--- src/rtl/vram_fill_dma.sv ---
// vram_fill_dma: register-programmed fill engine for the tile/colour RAMs.
// CPU VRAM cycles always win; the fill steals only idle port cycles.
module vram_fill_dma #(
    parameter logic [15:0] REG_BASE = 16'h9800,
    parameter logic [15:0] VRAM_LO  = 16'h8000,
    parameter logic [15:0] VRAM_HI  = 16'h97FF
) (
    input  logic        clk_sys,
    input  logic        reset_n,
    input  logic [15:0] cpu_addr,
    input  logic [7:0]  cpu_dout,
    input  logic        cpu_wr_n,
    input  logic        cpu_mreq_n,
    output logic        reg_cs,
    output logic [7:0]  reg_dout,
    output logic [10:0] vram_addr,
    output logic [7:0]  vram_data,
    output logic        chram_we,
    output logic        fgcolram_we,
    output logic        bgcolram_we,
    output logic        busy,
    output logic        done
);

    typedef enum logic {IDLE, RUN} state_t;

    state_t      state_q, state_d;
    logic        wr_prev_q, wr_prev_d;
    logic [10:0] addr_q, addr_d;
    logic [11:0] len_q, len_d;
    logic [7:0]  value_q, value_d;
    logic [2:0]  tgt_q, tgt_d;
    logic [10:0] waddr_q, waddr_d;
    logic [11:0] wcnt_q, wcnt_d;
    logic [7:0]  wval_q, wval_d;
    logic [2:0]  wtgt_q, wtgt_d;
    logic        done_q, done_d;
    logic        sticky_q, sticky_d;

    logic [2:0] off;
    logic       cpu_wr;
    logic       strobe;
    logic       go;
    logic       abort;
    logic       stat_wr;
    logic       vram_hit;
    logic       dma_wr;
    logic       in_ch;
    logic       in_fg;
    logic       in_bg;

    assign off      = cpu_addr[2:0];
    assign reg_cs   = (cpu_addr >= REG_BASE) &&
                      (cpu_addr <= REG_BASE + 16'd7);
    assign cpu_wr   = !cpu_wr_n && !cpu_mreq_n;
    assign strobe   = cpu_wr && reg_cs && wr_prev_q;
    assign go       = strobe && (off == 3'd6) && !cpu_dout[7];
    assign abort    = strobe && (off == 3'd6) && cpu_dout[7];
    assign stat_wr  = strobe && (off == 3'd7);
    assign vram_hit = !cpu_mreq_n && (cpu_addr >= VRAM_LO) &&
                      (cpu_addr <= VRAM_HI);
    assign dma_wr   = (state_q == RUN) && !vram_hit;

    assign in_ch = (cpu_addr >= VRAM_LO) &&
                   (cpu_addr < VRAM_LO + 16'h0800);
    assign in_fg = (cpu_addr >= VRAM_LO + 16'h0800) &&
                   (cpu_addr < VRAM_LO + 16'h1000);
    assign in_bg = (cpu_addr >= VRAM_LO + 16'h1000) &&
                   (cpu_addr < VRAM_LO + 16'h1800);

    assign busy = (state_q == RUN);
    assign done = done_q;

    // Port-A mux: fill data on free RUN cycles, CPU passthrough otherwise.
    always_comb begin
        if (dma_wr) begin
            vram_addr   = waddr_q;
            vram_data   = wval_q;
            chram_we    = wtgt_q[0];
            fgcolram_we = wtgt_q[1];
            bgcolram_we = wtgt_q[2];
        end else begin
            vram_addr   = cpu_addr[10:0];
            vram_data   = cpu_dout;
            chram_we    = cpu_wr && in_ch;
            fgcolram_we = cpu_wr && in_fg;
            bgcolram_we = cpu_wr && in_bg;
        end
    end

    // Register readback, decoded purely from the low address bits.
    always_comb begin
        case (off)
            3'd0:    reg_dout = addr_q[7:0];
            3'd1:    reg_dout = {5'b0, addr_q[10:8]};
            3'd2:    reg_dout = len_q[7:0];
            3'd3:    reg_dout = {4'b0, len_q[11:8]};
            3'd4:    reg_dout = value_q;
            3'd5:    reg_dout = {5'b0, tgt_q};
            3'd7:    reg_dout = {6'b0, sticky_q, busy};
            default: reg_dout = 8'h00;
        endcase
    end

    // Next-state: register file, working copies and the IDLE/RUN FSM.
    always_comb begin
        state_d   = state_q;
        wr_prev_d = cpu_wr_n;
        addr_d    = addr_q;
        len_d     = len_q;
        value_d   = value_q;
        tgt_d     = tgt_q;
        waddr_d   = waddr_q;
        wcnt_d    = wcnt_q;
        wval_d    = wval_q;
        wtgt_d    = wtgt_q;
        done_d    = 1'b0;
        sticky_d  = sticky_q;
        if (strobe) begin
            case (off)
                3'd0:    addr_d[7:0]  = cpu_dout;
                3'd1:    addr_d[10:8] = cpu_dout[2:0];
                3'd2:    len_d[7:0]   = cpu_dout;
                3'd3:    len_d[11:8]  = cpu_dout[3:0];
                3'd4:    value_d      = cpu_dout;
                3'd5:    tgt_d        = cpu_dout[2:0];
                default: ;
            endcase
        end
        case (state_q)
            IDLE: begin
                if (go) begin
                    waddr_d = addr_q;
                    wcnt_d  = len_q;
                    wval_d  = value_q;
                    wtgt_d  = tgt_q;
                    if (len_q != 12'd0 && tgt_q != 3'd0) begin
                        state_d = RUN;
                    end else begin
                        done_d = 1'b1;
                    end
                end
            end
            RUN: begin
                if (dma_wr) begin
                    waddr_d = waddr_q + 11'd1;
                    wcnt_d  = wcnt_q - 12'd1;
                end
                // Abort and the final write may coincide: one done only.
                if ((dma_wr && wcnt_q == 12'd1) || abort) begin
                    state_d = IDLE;
                    done_d  = 1'b1;
                end
            end
            default: state_d = IDLE;
        endcase
        if (stat_wr) begin
            sticky_d = 1'b0;
        end
        if (done_d) begin
            sticky_d = 1'b1;
        end
    end

    // State registers; reset also kills any fill in flight.
    always_ff @(posedge clk_sys or negedge reset_n) begin
        if (!reset_n) begin
            state_q   <= IDLE;
            wr_prev_q <= 1'b1;
            addr_q    <= '0;
            len_q     <= '0;
            value_q   <= '0;
            tgt_q     <= '0;
            waddr_q   <= '0;
            wcnt_q    <= '0;
            wval_q    <= '0;
            wtgt_q    <= '0;
            done_q    <= 1'b0;
            sticky_q  <= 1'b0;
        end else begin
            state_q   <= state_d;
            wr_prev_q <= wr_prev_d;
            addr_q    <= addr_d;
            len_q     <= len_d;
            value_q   <= value_d;
            tgt_q     <= tgt_d;
            waddr_q   <= waddr_d;
            wcnt_q    <= wcnt_d;
            wval_q    <= wval_d;
            wtgt_q    <= wtgt_d;
            done_q    <= done_d;
            sticky_q  <= sticky_d;
        end
    end

endmodule
--- config.mk ---
export PLATFORM = sky130hd
export DESIGN_NAME = vram_fill_dma
export DESIGN_NICKNAME = d
export VERILOG_FILES = /design/src/rtl/vram_fill_dma.sv
export SDC_FILE = /design/constraint.sdc
export NUM_CORES = 1
export LEC_CHECK = 0
export CAP_MARGIN = 15
export CORE_MARGIN = 2
export CORE_UTILIZATION = 50
export DETAILED_ROUTE_END_ITERATION = 8
export HOLD_SLACK_MARGIN = 0.1
export PLACE_DENSITY_LB_ADDON = 0.1
export SLEW_MARGIN = 20
export SYNTH_ARGS = -nofsm -noshare
export SYNTH_HDL_FRONTEND = slang
export SYNTH_SLANG_ARGS = --single-unit
export TNS_END_PERCENT = 50
--- constraint.sdc ---
create_clock -name clk_sys -period 2.5 [get_ports clk_sys]
set_clock_uncertainty 0.1 [all_clocks]
set_input_delay 0.5 -clock clk_sys [delete_from_list [all_inputs] [get_ports clk_sys]]
set_output_delay 0.5 -clock clk_sys [all_outputs]
set_load 0.05 [all_outputs]
======== Yosys cells after proc, flatten, opt, wreduce, memory -nomap -nowiden ========
Index checks and enable logic that the tools add are counted.
storage, ports and cells
  register bits after elaboration ......... 72
  word-level logic and storage cells ...... 94
cells by class
  add/subtract/negate cells ............... 2
  $lt $le $gt $ge ......................... 9
  equal/unequal tests ..................... 10
  muxes and demuxes ....................... 22
  bitwise gates (word level) .............. 1
  reduce and logical (&&, ||, !) cells .... 36
operators with widths
  kind                                                                      number
  16-bit greater-or-equal comparator (second input constant)                4
  8-bit case mux with 7 select lines                                        1
  16-bit less-than comparator (second input constant)                       3
  11-bit two-way mux                                                        3
  16-bit less-or-equal comparator (second input constant)                   2
  12-bit two-way mux                                                        2
  12-bit case mux with 2 select lines                                       1
  11-bit case mux with 2 select lines                                       1
  1-bit logical AND                                                         19
  2-bit AND reduction                                                       8
  12-bit by 1-bit equality test with 1-bit output (second input constant)   1
  3-bit equality test (second input constant)                               4
  12-bit nonzero test                                                       1
  12-bit by 1-bit subtractor with 12-bit output (second input constant)     1
  11-bit by 1-bit adder with 11-bit output (second input constant)          1
  1-bit two-way mux                                                         11
  8-bit two-way mux                                                         1
  3-bit by 2-bit equality test with 1-bit output (second input constant)    2
  1-bit logical NOT                                                         4
  1-bit case mux with 2 select lines                                        2
  3-bit by 1-bit equality test with 1-bit output (second input constant)    1
  3-bit logical NOT                                                         1
  3-bit nonzero test                                                        1
  2-bit by 1-bit inequality test with 1-bit output (second input constant)  1
  4 further kinds                                                           4

======== Logic depth before layout (Yosys ltp) ========
  depth after elaboration ................. 10
  mapped depth ............................ 8
  gate-level depth less buffers ........... 7

======== Worst setup path before layout ========
OpenSTA, ideal clock, no wires.
  kind .................................... in2out
  from .................................... input cpu_addr[14]
  to ...................................... output vram_addr[2]
  arrival time ............................ 2.584 ns
  required time ........................... 1.900 ns
  setup slack ............................. -0.684 ns
  cell stages on the path ................. 6
  buffers on the path ..................... 2
  cell sequence ........................... or3b_2 -> buf_2 -> nor2_1 -> nor2_1 -> clkbuf_1 -> o21ai_0
on the way
  cells in the longest elaborated chain, start to end .. 6
  elaborated cells between the ends (all ways) .. 7
ends and longest elaborated chain
  what                                line  RTL
  from (decl)                         10    input logic [15:0] cpu_addr,
  16-bit greater-or-equal comparator  60    assign vram_hit = !cpu_mreq_n && (cpu_addr >= VRAM_LO) &&
  1-bit logical AND                   60
  1-bit logical AND *                 60
  1-bit logical NOT *                 62    assign dma_wr = (state_q == RUN) && !vram_hit;
  1-bit logical AND *                 62
  11-bit two-way mux *                76    if (dma_wr) begin
  to (decl)                           16    output logic [10:0] vram_addr,
Every way passes the cells marked *; elsewhere a longest branch is shown, timed or not.

======== Worst setup path in the final report ========
  from .................................... input cpu_mreq_n
  to ...................................... register wcnt_q[1]
on the way
  cells in the longest elaborated chain, start to end .. 8
  elaborated cells between the ends (all ways) .. 13
ends and longest elaborated chain
  what                             line    RTL
  from (decl)                      13      input logic cpu_mreq_n,
  1-bit logical NOT *              55, 60
  1-bit logical AND                55      assign cpu_wr = !cpu_wr_n && !cpu_mreq_n;
  1-bit logical AND (2 in series)  56      assign strobe = cpu_wr && reg_cs && wr_prev_q;
  1-bit logical AND (2 in series)  57      assign go = strobe && (off == 3'd6) && !cpu_dout[7];
  2-bit inequality test (no line)  n/a
  2-bit AND reduction (no line) *  n/a
  to (signal assigned)             188     wcnt_q <= wcnt_d;
  to (decl)                        34      logic [11:0] wcnt_q, wcnt_d;
Marks and branches as above.
A chain may end at the register's enable or synchronous reset.

==> flow_summary_export.csv <==
group,metric,value,unit
clock_network,path_clk_slew,0.08,ns
power_and_ir_drop,p_seq_share,47.1,%
power_and_ir_drop,power_density,400.6,mW/mm^2
clock_network,cts_tree,"done",
routing,vias,3866,
yosys,netlist_instances,421,
critical_path,cp.required,2.62,ns
timing,max_slew_margin,44.88,%
layout,fin_area,0.006215,mm^2
layout,fin_nets,577,
power_and_ir_drop,p_clk_share,38.2,%
clock_network,cts_buffers,9,
timing,worst_slew_pin_slew,0.8192,ns
global_route,gr-total-overflow,0,
die,die_x,95.66,um
yosys,synth_nets,452,
die,core,0.008175,mm^2
clock_network,cts_root_buffer,"clkbuf_8",
timing,hold_violations,0,
die,num_io_pins,61,
critical_path,path_max_fanout,7,
timing,post-route-period-util,98.35,%
outcome,status,"finished clean",
yosys,muxShareOfSynthArea,21.27,%
yosys,yosys.area_share.adder,0.8937,%
global_route,grt_max_degree,35,
layout,num-fill-cells,581,
placed_design,post_dp_cell_area,0.005431,mm^2
yosys,synth_area_per_cell,9.977,um^2
yosys,yosysTopAreaCellShare,42.30,%
yosys,synth_area_leaders,"dfrtp_1 42%, mux2_2 13%, mux2i_1 7.9%",
routing,wire_per_inst,19.90,um
yosys,synthSimpleGateAreaFrac,20.55,%
critical_path,r2r_cells,6,
routing,viasPerCell,5.893,
placed_design,hpwl,8.571,mm
timing,fin_hold_ws,0.3463,ns
routing,drt_iter0_drc,277,
layout,multiInputGateArea,0.002630,mm^2
critical_path,rr_startpoint,"wr_prev_q",
critical_path,cp-startpoint,"cpu_mreq_n",
power_and_ir_drop,peakVddDrop,0.0003102,V
routing,drc,0,
placed_design,gp_congestion,0.8684,
routing,first_pass_iters,5,
critical_path,cp-start-kind,"primary input",
clock_network,htree_levels,3,
routing,routed_wl,13.06,mm
layout,area_growth,47.96,%
yosys,synth_cell_types,51,
timing,rsz0062_at_grt,"true",
yosys,async_flop_share,100.0,%
placed_design,port_buffers,60,
yosys,synth_compound_area_share,7.447,%
global_route,track_usage,29.64,%
yosys,yosysSeqAreaShare,42.93,%
yosys,synth_top_family_by_area,"multiplexers",
critical_path,r2r_end,"wcnt_q[1]",
die,chipHeight,95.66,um
timing,min_period,2.459,ns
die,row_count,33,
layout,register_area,0.001804,mm^2
global_route,grt_pass1_vias,3817,
global_route,grt_antenna_before_repair,0,
power_and_ir_drop,combPwrFrac,14.6,%
timing,maxSlewViolCount,0,
critical_path,crit_type,"primary input to register",
job,drv_cap,0,
yosys,synth-main-ff-cell,"dfrtp_1",
power_and_ir_drop,p_sw,0.6789,mW
timing,max_freq,406.7,MHz
clock_network,insertion_delay,0.35,ns
clock_network,clkSinkCount,72,
critical_path,endpoint_kind,"register",
yosys,ys_warn_count,0,
global_route,grt_pass1_wl,20.24,mm
die,start_util,51.38,%
yosys,synth-seq-cells,72,
min_path,min_path_cells,2,
layout,antennaDiodeCount,0,
power_and_ir_drop,p_sw_share,27.27,%
yosys,synth-edff-count,0,
critical_path,worstPathArrival,2.58,ns
yosys,synth_top_cell_by_area,"dfrtp_1",
clock_network,cts_buffer_depth,2,
critical_path,critPathCapture,"wcnt_q[1]",
yosys,synth_xor_area_share,3.545,%
layout,drive_above_1_share,45.55,%
yosys,synthesis.area,0.004200,mm^2
die,die_area,0.009150,mm^2
power_and_ir_drop,p_int,1.811,mW
min_path,hold_path.class,"primary input to register",
power_and_ir_drop,power.leakage,2.892,nW
critical_path,r2r_slack,0.05,ns
routing,postRouteAntennaNets,0,
timing,setup_violations,0,
[per-layer routing]
metal  global-route usage [%]  share of wire (%)  vias to the layer above
met2                    49.48                 49                      137
met3                    4.664                5.7                       25
met1                    39.88                 42                     1936
li1                         -                  -                     1768
met5                        0                  0                        -
met4                    8.690                2.6                        0
[cells in the final DEF, fill, tap and decap left out, types with 5 or more instances in the layout]
master,instances
a211oi_1,5
a21oi_1,12
buf_12,17
buf_4,60
buf_6,13
buf_8,11
clkbuf_8,10
clkdlybuf4s50_1,10
dfrtp_1,70
dlygate4sd2_1,8
mux2_2,46
mux2i_1,32
nand2_1,29
nand2_2,21
nand2_4,17
nand3_1,10
nand4_1,5
nor2_1,26
nor3_1,17
nor4_1,7
o21ai_0,7
xnor2_1,7
xor2_1,10
[Yosys cell counts, types with 3 or more instances]
library cell  number
nand2_1           67
a211oi_1           5
a31oi_1            3
nor2_1            34
inv_1              5
nor3_1            18
ha_1               3
a22o_1             3
nand4_1            5
a22oi_1            3
nor4_1             9
dfrtp_1           71
mux2i_1           33
mux2_2            48
xor2_1            10
xnor2_1            7
buf_6              5
a21oi_1           12
nand3_1           10
and3_1             5
clkbuf_1          13
or2_2              3
o21ai_0            9
[worst min-delay path by stage]
stage	start	end	slack (ns)
finish	cpu_wr_n	wr_prev_q	0.35
floorplan	reset_n	addr_q[0]	0.10
detailed placement	sticky_q	sticky_q	0.37
CTS	sticky_q	sticky_q	0.39
global placement	sticky_q	sticky_q	0.36
global route	cpu_wr_n	wr_prev_q	0.34
[worst max-delay path, stage by stage]
cell and delay (ns):
dlygate4sd2_1 0.25, buf_4 0.15, or3b_4 0.38, or2_4 0.30
nor4_4 0.44, clkbuf_16 0.25, mux2i_1 0.20, mux2i_1 0.11
[area by class of cell]
type | instances | share of cell area (%)
inverters | 5 | 0.3020
flip-flops and latches | 72 | 29.03
repair buffers | 134 | 23.05
multi-input cells | 324 | 42.32
well taps | 105 | 2.114
clock inverters | 5 | 0.9060
clock buffers | 11 | 2.275
[power by group through the flow]
stage,clock (mW),sequential [mW],combinational [mW]
6_report,0.952,1.17,0.364
5_1_grt,1.00,1.17,0.384
4_1_cts,0.946,1.17,0.362
3_5_place_dp,0,1.20,0.318
3_3_place_gp,0,1.20,0.314
2_1_floorplan,0,1.20,0.148
[logic make-up (layout without fill, tap and decap cells)]
group,Yosys count,after routing
simple gates,173,175
mux,82,82
flops,72,72
compound gates,47,47
buf+inv,27,155
xor+xnor,17,17
fa+ha+maj,3,3
[flip-flops by register name (all words and copies together) (netlist names)]
| register | cells |
|---|---|
| wcnt_q | 12 |
| sticky_q | 1 |
| value_q | 8 |
| addr_q | 11 |
| wr_prev_q | 1 |
| busy | 1 |
| waddr_q | 11 |
| tgt_q | 3 |
| wval_q | 8 |
| wtgt_q | 3 |
| done | 1 |
| len_q | 12 |
[through the flow]
stage	std cells	worst slack (ns)	util, %	TNS (ns)	total power, mW
floorplan	421	-0.3060	-	-1.181	1.343
global placement	619	-0.6195	66.44	-42.47	1.510
detailed placement	619	-0.6469	66.44	-44.39	1.514
CTS	656	0.0003779	75.41	0	2.480
global route	656	-0.01295	76.02	-0.03516	2.563
finish	656	0.04114	76.02	0	2.490
[repair_timing]
item / 4_1_cts / 5_1_grt
endpoints found under the setup margin: 86 / 61
pin swaps: 26 / 15
buffers inserted: 16 / 3
hold buffers: 1 / 0
gates cloned: 4 / 1
hold endpoints to repair: 22 / 0
gates resized for setup: 109 / 23
(Power assumes the default switching activity.)
